File: config.mk
export PLATFORM = sky130hd
export DESIGN_NAME = cont_eval_flat
export DESIGN_NICKNAME = d
export VERILOG_FILES = /design/src/rtl/opt_pkg.sv /design/src/rtl/cont_eval_if.sv /design/src/rtl/poly_eval_pipe.sv /design/src/rtl/cont_eval.sv /design/src/flat_wrapper.sv
export SDC_FILE = /design/constraint.sdc
export NUM_CORES = 2
export LEC_CHECK = 0
export ABC_AREA = 1
export BUFFER_PORTS_ARGS = -buffer_cell sky130_fd_sc_hd__buf_2
export CAP_MARGIN = 20
export CORE_UTILIZATION = 34
export DETAILED_ROUTE_END_ITERATION = 10
export PLACE_DENSITY_LB_ADDON = 0.05
export RECOVER_POWER = 50
export SLEW_MARGIN = 15
export SYNTH_ARGS = -nofsm -noshare
export SYNTH_HDL_FRONTEND = slang
export SYNTH_SLANG_ARGS = --single-unit
File: constraint.sdc
create_clock -name clk -period 8.8 [get_ports clk]
set_input_delay 0.44 -clock clk [delete_from_list [all_inputs] [get_ports clk]]
set_output_delay 0.44 -clock clk [all_outputs]
set_load 0.02 [all_outputs]
File: src/rtl/opt_pkg.sv
// Shared definitions for the continuation-value evaluator.
// Holds default pass size and fixed-point format, datapath widths, the
// controller state encoding and the fitted-value saturation helper.
package opt_pkg;

  localparam int N_PATHS_DFLT = 1024;  // paths per evaluation pass
  localparam int FRAC_DFLT    = 8;     // fractional bits of the coefficients

  localparam int COEF_W = 18;  // signed regression coefficient
  localparam int DATA_W = 16;  // unsigned path state / cashflow fields
  localparam int SQ_W   = 32;  // x*x
  localparam int SUM_W  = 52;  // full-precision polynomial sum
  localparam int FIT_W  = 24;  // saturated fitted value on the output
  localparam int CNT_W  = 11;  // wide enough to hold N_PATHS itself

  typedef enum logic [1:0] {
    IDLE    = 2'd0,
    RUN     = 2'd1,
    DRAIN   = 2'd2,
    DONE_ST = 2'd3
  } state_e;

  // Clamp a full-precision fitted value into the signed 24-bit output range.
  function automatic logic signed [FIT_W-1:0] sat_fit(input logic signed [SUM_W-1:0] v);
    logic signed [SUM_W-1:0] hi;
    logic signed [SUM_W-1:0] lo;
    hi = 52'sd8388607;
    lo = -52'sd8388608;
    if (v > hi) begin
      return 24'sh7FFFFF;
    end else if (v < lo) begin
      return 24'sh800000;
    end else begin
      return v[FIT_W-1:0];
    end
  endfunction

endpackage

File: src/rtl/cont_eval_if.sv
// Bus bundle between a pass driver and cont_eval.
// master: drives start/coefficients, the input sample handshake and out_ready.
// slave : returns in_ready, the output handshake/fields, ex_count, busy, done.
interface cont_eval_if;
  import opt_pkg::*;

  logic                     start;
  logic signed [COEF_W-1:0] coef_b0;
  logic signed [COEF_W-1:0] coef_b1;
  logic signed [COEF_W-1:0] coef_b2;
  logic                     in_valid;
  logic                     in_ready;
  logic        [DATA_W-1:0] x_in;
  logic        [DATA_W-1:0] ex_in;
  logic        [DATA_W-1:0] cf_in;
  logic                     out_valid;
  logic                     out_ready;
  logic signed [FIT_W-1:0]  fit_out;
  logic                     exercise;
  logic        [DATA_W-1:0] value_out;
  logic        [CNT_W-1:0]  ex_count;
  logic                     busy;
  logic                     done;

  modport master (
    output start, coef_b0, coef_b1, coef_b2, in_valid, x_in, ex_in, cf_in, out_ready,
    input  in_ready, out_valid, fit_out, exercise, value_out, ex_count, busy, done
  );

  modport slave (
    input  start, coef_b0, coef_b1, coef_b2, in_valid, x_in, ex_in, cf_in, out_ready,
    output in_ready, out_valid, fit_out, exercise, value_out, ex_count, busy, done
  );

endinterface

File: src/rtl/poly_eval_pipe.sv
// Two-stage stallable polynomial datapath.
// Stage 1 registers the sample and x*x; stage 2 evaluates
// b0 + b1*x + b2*x^2 at full width, scales by FRAC, makes the exercise
// decision and registers the output fields. Both stages advance only on adv_i.
// Ports: clk/rst, adv_i (pipeline enable), in_fire_i (sample accepted),
// x_i/ex_i/cf_i (sample), b0_i..b2_i (pass coefficients),
// out_valid_o/fit_o/exercise_o/value_o (registered result).
module poly_eval_pipe
  import opt_pkg::*;
#(
  parameter int FRAC = FRAC_DFLT
) (
  input  logic                     clk,
  input  logic                     rst,
  input  logic                     adv_i,
  input  logic                     in_fire_i,
  input  logic        [DATA_W-1:0] x_i,
  input  logic        [DATA_W-1:0] ex_i,
  input  logic        [DATA_W-1:0] cf_i,
  input  logic signed [COEF_W-1:0] b0_i,
  input  logic signed [COEF_W-1:0] b1_i,
  input  logic signed [COEF_W-1:0] b2_i,
  output logic                     out_valid_o,
  output logic signed [FIT_W-1:0]  fit_o,
  output logic                     exercise_o,
  output logic        [DATA_W-1:0] value_o
);

  logic              s1_valid_q;
  logic [DATA_W-1:0] x_q;
  logic [SQ_W-1:0]   x2_q;
  logic [DATA_W-1:0] ex_q;
  logic [DATA_W-1:0] cf_q;

  logic                     out_valid_q;
  logic signed [FIT_W-1:0]  fit_q;
  logic                     exercise_q;
  logic        [DATA_W-1:0] value_q;

  logic signed [SUM_W-1:0] b0_ext_s;
  logic signed [SUM_W-1:0] b1_ext_s;
  logic signed [SUM_W-1:0] b2_ext_s;
  logic signed [SUM_W-1:0] x_ext_s;
  logic signed [SUM_W-1:0] x2_ext_s;
  logic signed [SUM_W-1:0] ex_ext_s;
  logic signed [SUM_W-1:0] sum_s;
  logic signed [SUM_W-1:0] fit_s;
  logic                    exercise_s;

  // Stage 1: capture the accepted sample and its square.
  always_ff @(posedge clk) begin
    if (rst) begin
      s1_valid_q <= 1'b0;
      x_q        <= 16'd0;
      x2_q       <= 32'd0;
      ex_q       <= 16'd0;
      cf_q       <= 16'd0;
    end else if (adv_i) begin
      s1_valid_q <= in_fire_i;
      if (in_fire_i) begin
        x_q  <= x_i;
        x2_q <= {{(SQ_W-DATA_W){1'b0}}, x_i} * {{(SQ_W-DATA_W){1'b0}}, x_i};
        ex_q <= ex_i;
        cf_q <= cf_i;
      end
    end
  end

  // Coefficients sign-extend; x, x^2 and ex are unsigned so they zero-extend
  // into the signed domain. 52 bits holds every product and the sum exactly.
  assign b0_ext_s = {{(SUM_W-COEF_W){b0_i[COEF_W-1]}}, b0_i};
  assign b1_ext_s = {{(SUM_W-COEF_W){b1_i[COEF_W-1]}}, b1_i};
  assign b2_ext_s = {{(SUM_W-COEF_W){b2_i[COEF_W-1]}}, b2_i};
  assign x_ext_s  = $signed({{(SUM_W-DATA_W){1'b0}}, x_q});
  assign x2_ext_s = $signed({{(SUM_W-SQ_W){1'b0}}, x2_q});
  assign ex_ext_s = $signed({{(SUM_W-DATA_W){1'b0}}, ex_q});

  assign sum_s = b0_ext_s + (b1_ext_s * x_ext_s) + (b2_ext_s * x2_ext_s);
  assign fit_s = sum_s >>> FRAC;

  // Compare against the unsaturated fit so a clamped output never flips the decision.
  assign exercise_s = (ex_q != 16'd0) && (ex_ext_s > fit_s);

  // Stage 2: register the result; fields only change when a new sample lands,
  // so the last result stays visible after the pass completes.
  always_ff @(posedge clk) begin
    if (rst) begin
      out_valid_q <= 1'b0;
      fit_q       <= 24'sd0;
      exercise_q  <= 1'b0;
      value_q     <= 16'd0;
    end else if (adv_i) begin
      out_valid_q <= s1_valid_q;
      if (s1_valid_q) begin
        fit_q      <= sat_fit(fit_s);
        exercise_q <= exercise_s;
        value_q    <= exercise_s ? ex_q : cf_q;
      end
    end
  end

  assign out_valid_o = out_valid_q;
  assign fit_o       = fit_q;
  assign exercise_o  = exercise_q;
  assign value_o     = value_q;

endmodule

File: src/rtl/cont_eval.sv
// Continuation-value evaluator: runs one pass of N_PATHS samples through the
// polynomial datapath, counting accepted inputs, delivered outputs and
// exercised paths.
// Ports: clk (rising edge), rst (synchronous, active-high),
// bus (cont_eval_if.slave: start/coefficients, in/out handshakes, result
// fields, ex_count, busy, done).
module cont_eval
  import opt_pkg::*;
#(
  parameter int N_PATHS = N_PATHS_DFLT,
  parameter int FRAC    = FRAC_DFLT
) (
  input logic        clk,
  input logic        rst,
  cont_eval_if.slave bus
);

  localparam logic [CNT_W-1:0] N_CNT   = CNT_W'(N_PATHS);
  localparam logic [CNT_W-1:0] CNT_ONE = {{(CNT_W-1){1'b0}}, 1'b1};

  state_e                   state_q;
  logic        [CNT_W-1:0]  in_cnt_q;
  logic        [CNT_W-1:0]  out_cnt_q;
  logic        [CNT_W-1:0]  ex_cnt_q;
  logic signed [COEF_W-1:0] b0_q;
  logic signed [COEF_W-1:0] b1_q;
  logic signed [COEF_W-1:0] b2_q;
  logic                     busy_q;
  logic                     done_q;

  logic                     adv_s;
  logic                     in_ready_s;
  logic                     in_fire_s;
  logic                     out_fire_s;
  logic                     out_valid_s;
  logic                     exercise_s;
  logic signed [FIT_W-1:0]  fit_s;
  logic        [DATA_W-1:0] value_s;

  // The whole pipeline moves only when the output register can hand off.
  assign adv_s      = !out_valid_s || bus.out_ready;
  assign in_ready_s = (state_q == RUN) && (in_cnt_q < N_CNT) && adv_s;
  assign in_fire_s  = bus.in_valid && in_ready_s;
  assign out_fire_s = out_valid_s && bus.out_ready;

  poly_eval_pipe #(
    .FRAC (FRAC)
  ) u_pipe (
    .clk         (clk),
    .rst         (rst),
    .adv_i       (adv_s),
    .in_fire_i   (in_fire_s),
    .x_i         (bus.x_in),
    .ex_i        (bus.ex_in),
    .cf_i        (bus.cf_in),
    .b0_i        (b0_q),
    .b1_i        (b1_q),
    .b2_i        (b2_q),
    .out_valid_o (out_valid_s),
    .fit_o       (fit_s),
    .exercise_o  (exercise_s),
    .value_o     (value_s)
  );

  // Pass controller: state, counters, coefficient latch, busy/done flags.
  always_ff @(posedge clk) begin
    if (rst) begin
      state_q   <= IDLE;
      in_cnt_q  <= {CNT_W{1'b0}};
      out_cnt_q <= {CNT_W{1'b0}};
      ex_cnt_q  <= {CNT_W{1'b0}};
      b0_q      <= {COEF_W{1'b0}};
      b1_q      <= {COEF_W{1'b0}};
      b2_q      <= {COEF_W{1'b0}};
      busy_q    <= 1'b0;
      done_q    <= 1'b0;
    end else begin
      done_q <= 1'b0;
      if (in_fire_s) begin
        in_cnt_q <= in_cnt_q + CNT_ONE;
      end
      if (out_fire_s) begin
        out_cnt_q <= out_cnt_q + CNT_ONE;
        if (exercise_s) begin
          ex_cnt_q <= ex_cnt_q + CNT_ONE;
        end
      end
      case (state_q)
        IDLE, DONE_ST: begin
          // Coefficients only load here, so they stay fixed for the whole pass.
          if (bus.start) begin
            state_q   <= RUN;
            b0_q      <= bus.coef_b0;
            b1_q      <= bus.coef_b1;
            b2_q      <= bus.coef_b2;
            in_cnt_q  <= {CNT_W{1'b0}};
            out_cnt_q <= {CNT_W{1'b0}};
            ex_cnt_q  <= {CNT_W{1'b0}};
            busy_q    <= 1'b1;
          end
        end
        RUN: begin
          if (in_cnt_q == N_CNT) begin
            state_q <= DRAIN;
          end
        end
        DRAIN: begin
          if (out_cnt_q == N_CNT) begin
            state_q <= DONE_ST;
            busy_q  <= 1'b0;
            done_q  <= 1'b1;
          end
        end
        default: begin
          state_q <= IDLE;
          busy_q  <= 1'b0;
        end
      endcase
    end
  end

  assign bus.in_ready  = in_ready_s;
  assign bus.out_valid = out_valid_s;
  assign bus.fit_out   = fit_s;
  assign bus.exercise  = exercise_s;
  assign bus.value_out = value_s;
  assign bus.ex_count  = ex_cnt_q;
  assign bus.busy      = busy_q;
  assign bus.done      = done_q;

endmodule

File: src/flat_wrapper.sv
// flat-port wrapper written by rule: the top's interface ports become plain ports
module cont_eval_flat import opt_pkg::*;
#(
  parameter int N_PATHS = N_PATHS_DFLT,
  parameter int FRAC    = FRAC_DFLT
)
  (clk, rst, bus_start, bus_coef_b0, bus_coef_b1, bus_coef_b2, bus_in_valid, bus_x_in, bus_ex_in, bus_cf_in, bus_out_ready, bus_in_ready, bus_out_valid, bus_fit_out, bus_exercise, bus_value_out, bus_ex_count, bus_busy, bus_done);
  cont_eval_if bus_i ();
  input logic clk;
  input logic rst;
  input wire logic [$bits(bus_i.start)-1:0] bus_start;
  input wire logic [$bits(bus_i.coef_b0)-1:0] bus_coef_b0;
  input wire logic [$bits(bus_i.coef_b1)-1:0] bus_coef_b1;
  input wire logic [$bits(bus_i.coef_b2)-1:0] bus_coef_b2;
  input wire logic [$bits(bus_i.in_valid)-1:0] bus_in_valid;
  input wire logic [$bits(bus_i.x_in)-1:0] bus_x_in;
  input wire logic [$bits(bus_i.ex_in)-1:0] bus_ex_in;
  input wire logic [$bits(bus_i.cf_in)-1:0] bus_cf_in;
  input wire logic [$bits(bus_i.out_ready)-1:0] bus_out_ready;
  output wire logic [$bits(bus_i.in_ready)-1:0] bus_in_ready;
  output wire logic [$bits(bus_i.out_valid)-1:0] bus_out_valid;
  output wire logic [$bits(bus_i.fit_out)-1:0] bus_fit_out;
  output wire logic [$bits(bus_i.exercise)-1:0] bus_exercise;
  output wire logic [$bits(bus_i.value_out)-1:0] bus_value_out;
  output wire logic [$bits(bus_i.ex_count)-1:0] bus_ex_count;
  output wire logic [$bits(bus_i.busy)-1:0] bus_busy;
  output wire logic [$bits(bus_i.done)-1:0] bus_done;
  assign bus_i.start = bus_start;
  assign bus_i.coef_b0 = bus_coef_b0;
  assign bus_i.coef_b1 = bus_coef_b1;
  assign bus_i.coef_b2 = bus_coef_b2;
  assign bus_i.in_valid = bus_in_valid;
  assign bus_i.x_in = bus_x_in;
  assign bus_i.ex_in = bus_ex_in;
  assign bus_i.cf_in = bus_cf_in;
  assign bus_i.out_ready = bus_out_ready;
  assign bus_in_ready = bus_i.in_ready;
  assign bus_out_valid = bus_i.out_valid;
  assign bus_fit_out = bus_i.fit_out;
  assign bus_exercise = bus_i.exercise;
  assign bus_value_out = bus_i.value_out;
  assign bus_ex_count = bus_i.ex_count;
  assign bus_busy = bus_i.busy;
  assign bus_done = bus_i.done;
  cont_eval #(.N_PATHS(N_PATHS), .FRAC(FRAC)) u_core (.clk(clk), .rst(rst), .bus(bus_i));
endmodule
* Yosys cells after proc, flatten, opt, wreduce, memory -nomap -nowiden
Cells that the tools add are included.
Widths: inputs -> output; s select.
** Word-level totals
- Register bits after elaboration :: 214
- Output and inout bits :: 56
- Word-level logic and storage cells :: 77
** Cells by class
- Add/sub/neg operators :: 5
- $mul :: 3
- Magnitude comparators :: 4
- Eq/ne operators :: 8
- Multiplexer cells :: 21
- Bitwise operators :: 1
- Reductions and logical operators :: 17
** Operators with widths (count)
- $mux 11 :: 10
- $add 36x51->52 :: 1
- $mul 18x33->51 :: 1
- $mux 24 :: 2
- $gt 17x44->1 :: 1
- $gt 44x24->1 const B :: 1
- $lt 44x24->1 const B :: 1
- $add 18x35->36 :: 1
- $mul 18x17->35 :: 1
- $add 11x1->11 const B :: 3
- $mul 16x16->32 :: 1
- $eq 11x11->1 const B :: 2
- $mux 16 :: 1
- $reduce_bool 16->1 :: 1
- $lt 11x11->1 const B :: 1
- $mux 2 :: 3
- $pmux 2 s3 :: 1
- $reduce_and 2->1 :: 3
- $reduce_and 3->1 :: 2
- $logic_and 1x1->1 :: 5
- $eq 2x2->1 const B :: 2
- $ne 2x2->1 const B :: 2
- $reduce_or 2->1 :: 2
- $mux 1 :: 3
- other kinds (8) :: 8

* Logic depth before layout (Yosys ltp)
- Word-level depth :: 7
- Mapped depth :: 51

* Modules after synthesis
From an unflattened synthesis, not the netlist that was laid out.
** Unflattened totals
- Cells, all modules :: 6831
- Area total of the unflattened synthesis :: 52788.1 µm²
** Modules (own cells, without submodules)
- poly_eval_pipe :: instances 1, cells each 6344, area each 49045.8 µm², sequential area each 2422.3 µm²
- cont_eval :: instances 1, cells each 487, area each 3742.3 µm², sequential area each 1821.7 µm²

* Worst setup path before layout
OpenSTA, ideal clock, no wires.
- Path kind :: reg2reg
- Start :: reg u_core.b1_q[17]
- End :: reg u_core.u_pipe.value_q[15], in the netlist u_core.u_pipe.value_o[15]
- Arrival :: 8.726 ns
- Path slack :: -0.058 ns
- Cell stages (with the launch flop) :: 42
- Clock period less this slack :: 8.858 ns
- Cells stage by stage :: dfxtp_1 -> clkbuf_1 -> nand2_1 -> inv_1 -> fa_1 -> fa_1 -> inv_1 -> fa_1 -> inv_1 -> fa_1 -> fa_1 -> fa_1 -> fa_1 -> inv_1 -> fa_1 -> inv_1 -> ha_1 -> nand2_2 -> (+6 left out) -> nand2_1 -> nor3_1 -> nand2_1 -> nand3_1 -> nand2_1 -> nand2_1 -> nand2_1 -> nor2_1 -> nand3_1 -> nor2_1 -> nand2_1 -> nor2_1 -> nand4_1 -> nand2_2 -> buf_2 -> nand3_1 -> nand3_1 -> a21oi_1
** Between the ends
- Word-level cells in the longest chain between the ends :: 6
** RTL lines
- from (decl) :: line cont_eval.sv:26 : logic signed [COEF_W-1:0] b1_q;
- from (signal assigned) :: line cont_eval.sv:73 : b1_q <= {COEF_W{1'b0}};
- from (signal assigned) :: line cont_eval.sv:94 : b1_q <= bus.coef_b1;
- $mul 18x17->35 :: line poly_eval_pipe.sv:78 : assign sum_s = b0_ext_s + (b1_ext_s * x_ext_s) + (b2_ext_s * x2_ext_s);
- $add 18x35->36 :: line poly_eval_pipe.sv:78
- $add 36x51->52 :: line poly_eval_pipe.sv:78
- $gt 17x44->1 :: line poly_eval_pipe.sv:82 : assign exercise_s = (ex_q != 16'd0) && (ex_ext_s > fit_s);
- $logic_and 1x1->1 :: line poly_eval_pipe.sv:82
- $mux 16 :: line poly_eval_pipe.sv:97 : value_q <= exercise_s ? ex_q : cf_q;
- to (signal assigned) :: line poly_eval_pipe.sv:97
- to (decl) :: line poly_eval_pipe.sv:38 : logic [DATA_W-1:0] value_q;
Every way passes these cells.
A chain may end at the register's enable or synchronous reset.

* Worst setup path in the final report
- Start :: reg u_core.u_pipe.x2_q[7]
- End :: reg u_core.u_pipe.value_q[5], in the netlist u_core.u_pipe.value_o[5]
** Between the ends
- Word-level cells in the longest chain between the ends :: 5
** RTL lines
- from (decl) :: line poly_eval_pipe.sv:31 : logic [SQ_W-1:0] x2_q;
- from (signal assigned) :: line poly_eval_pipe.sv:62 : x2_q <= {{(SQ_W-DATA_W){1'b0}}, x_i} * {{(SQ_W-DATA_W){1'b0}}, x_i};
- $mul 18x33->51 :: line poly_eval_pipe.sv:78
- $add 36x51->52 :: line poly_eval_pipe.sv:78
- $gt 17x44->1 :: line poly_eval_pipe.sv:82
- $logic_and 1x1->1 :: line poly_eval_pipe.sv:82
- $mux 16 :: line poly_eval_pipe.sv:97
Every way passes these cells.

==> out/qor.yml <==
run_status:
  run_status: "finished, violations left"
  violations: "max-capacitance violations, max-slew violations"
logic_synthesis:
  yosysMostFrequentCell: "inv_1"
  ys_seq_area_share_pct: 8.15
  async_reset_ff_share_pct: 0
  synthCells: 6704
  syn_area_per_cell_um2: 7.77
  synthTopCellsByArea: "fa_1 (44%), inv_1 (16%), nand2_1 (11%), ha_1 (8.6%), dfxtp_1 (8.1%)"
  ys_types: 53
  ys.flop_type: "dfxtp_1"
  synth_top_cell_by_area: "fa_1"
  synth_edf_count: 0
  yosysTopAreaCellShare_pct: 44.3
  synth_common_cells: "inv_1 (2186), nand2_1 (1461), fa_1 (1153)"
  yosys_warnings: 0
  syn_area_mm2: 0.0521
  yosys_register_bits: 212
worst_setup_path:
  worst-setup-path-type: "reg2reg"
  worstPathMaxFanout: 7
  cp-start-kind: "flop"
  end_kind: "flop"
  crit_required_ps: 9260
  worst-r2r-cell-count: 43
  max_stage_delay_ps: 600
  crit_slowest_cell: "fa_2"
  cp.arrival_ps: 8990
  crit_top_cell: "inv_2"
clock_tree:
  numClockSinks: 212
  clock_path_buffers: 3
  cts_made_buffers: 29
  cts_root_buf: "clkbuf_16"
  cts_hold_buf: 0
  clkTransAtPathRegs_ps: 60
  clk_latency_ps: 630
  h-tree-depth: 1
  cts_tree: "built"
global_route:
  grt_pass1_vias: 44000
  antenna_found_initial: 6
  grt_remaining_overflow: 0
  grt_max_degree: 79
  grt_pass1_wl_um: 260000
  track_usage_pct: 21.9
timing:
  clock_skew_ps: 30.8
  relSlewSlack_pct: -11.8
  rsz0062_at_grt: "true"
  min_period_over_period_pct: 97.0
  tightest_slew_ps: 1670
  setup_viol: 0
  final.min_clock_period_ps: 8540
  slew_viol_final: 59
  hold_violations: 0
  max_freq_ghz: 0.117
finish:
  instances_no_fill: 9001
  syn_to_final_growth_pct: 13.1
  final_net_count: 8566
  drive_gt1_share_pct: 9.65
  n_antenna_cell: 0
placement:
  port_buffers: 162
  dp_cells: 8917
  hpwl_um: 141000
  place_congestion: 0.867
routing:
  post_drt_wl_per_cell_um: 18.3
  drcViolationCount: 0
  drt-pass1-iter-count: 6
  vias: 40300
  route.antenna.remaining_nets: 0
  wirelength_um: 164000
  avgViaCountPerCell: 4.47
  drtIter0Drc: 2297
floorplanning:
  start_util_pct: 34.2
  die_w_um: 393
  die_y_um: 393
  rows: 143
  io_pins: 163
  die_area_mm2: 0.155
  core_area_mm2: 0.152
hold_path:
  worstHoldPathCells: 3
  hp-class: "in2reg"
job:
  max-cap-violations: 1
-- repair_timing --
item / 4_1_cts / 5_1_grt
gates resized for setup: 8 / 194
setup buffers: 0 / 27
setup endpoints to repair: 17 / 41
pin swaps: 0 / 66
cloned: 0 / 3
-- cell usage in the layout (no fill, tap or decap), types with 11 or more instances in the layout --
master / count
a21oi_1: 194
nor3_1: 21
o21ai_0: 159
nor2_1: 296
dfxtp_2: 23
xor2_1: 36
nor4_1: 12
inv_1: 2165
nor2_2: 11
inv_2: 24
clkbuf_16: 32
buf_6: 13
nand4_1: 27
buf_2: 107
dfxtp_4: 13
xnor2_1: 18
ha_4: 17
fa_1: 1134
nand3_1: 138
nand2_2: 27
o21bai_1: 22
buf_12: 28
nand2_1: 1438
ha_1: 340
buf_4: 278
dfxtp_1: 176
clkbuf_1: 58
fa_2: 19
-- kinds of logic (layout without fill, tap and decap cells) --
logic type / after synthesis / in the layout / synth area share, %
other cells: 2 / 6 / 0.0144
flops: 212 / 212 / 8.15
buf+inv: 2475 / 2738 / 17.9
simple gates: 2008 / 2008 / 15.3
xor+xnor: 66 / 66 / 1.12
fa+ha+maj: 1511 / 1511 / 52.9
compound gates: 430 / 430 / 4.51
-- through the flow --
step / worst slack (ps) / util (%) / instance area, um^2 / TNS [ps] / hold WS, ps
after floorplan: 59.7 / - / 52100 / 0 / 422
after global placement: 74.3 / 37.4 / 56900 / 0 / 435
after detailed placement: -62.3 / 37.4 / 56900 / -744 / 440
after CTS: 8.98 / 38.1 / 58000 / 0 / 63.7
after global routing: -165 / 38.7 / 58900 / -2490 / 99.5
final: 263 / 38.7 / 58900 / 0 / 101
-- sequential cells by signal, summed over array words and instances (netlist names), 2 cells and up --
signal,count
u_core.u_pipe.cf_q,16
u_core.b0_q,18
u_core.u_pipe.ex_q,16
u_core.b2_q,18
u_core.in_cnt_q,11
u_core.u_pipe.fit_o,24
u_core.u_pipe.value_o,16
u_core.state_q,2
u_core.bus.ex_count,11
u_core.u_pipe.x_q,16
u_core.u_pipe.x2_q,30
u_core.b1_q,18
u_core.out_cnt_q,11
-- worst max-delay path: cells and delay by family, from the launching register on --
family	cells	cell delay (ps)
compound gates	3	290
flops	1	390
simple gates	18	1880
buf+inv	11	780
fa+ha+maj	10	4820
xor+xnor	1	220
-- layout make-up --
cell class | count | area, um^2
clock buffers | 35 | 778
multi-input cells | 4021 | 39100
well taps | 2030 | 2540
repair buffers | 490 | 3700
flip-flops and latches | 212 | 4320
clock inverters | 19 | 243
inverters | 2194 | 8250
fillers | 16200 | 93200
-- layer usage --
layer | wire [um] | part of all wire, % | track usage [%]
met5 | 13 | 0.0079 | 0
met4 | 5330 | 3.2 | 6.24
met1 | 72100 | 44 | 28.8
met3 | 5910 | 3.6 | 1.68
met2 | 81100 | 49 | 38.4
-- final timing paths --
check / start / endpoint / slack, ps
max: u_core.u_pipe.x2_q[7]$_SDFFE_PP0P_ / u_core.u_pipe.value_o[5]$_SDFFE_PP0P_ / 260
min: bus_coef_b2[10] / u_core.b2_q[10]$_SDFFE_PP0P_ / 100
max reg2reg: u_core.u_pipe.x2_q[7]$_SDFFE_PP0P_ / u_core.u_pipe.value_o[5]$_SDFFE_PP0P_ / 260
min reg2reg: u_core.out_cnt_q[10]$_SDFF_PP0_ / u_core.out_cnt_q[10]$_SDFF_PP0_ / 450
Power is not shown: default switching activity piles up to over one toggle a cycle in this logic, so the estimate is an artifact.
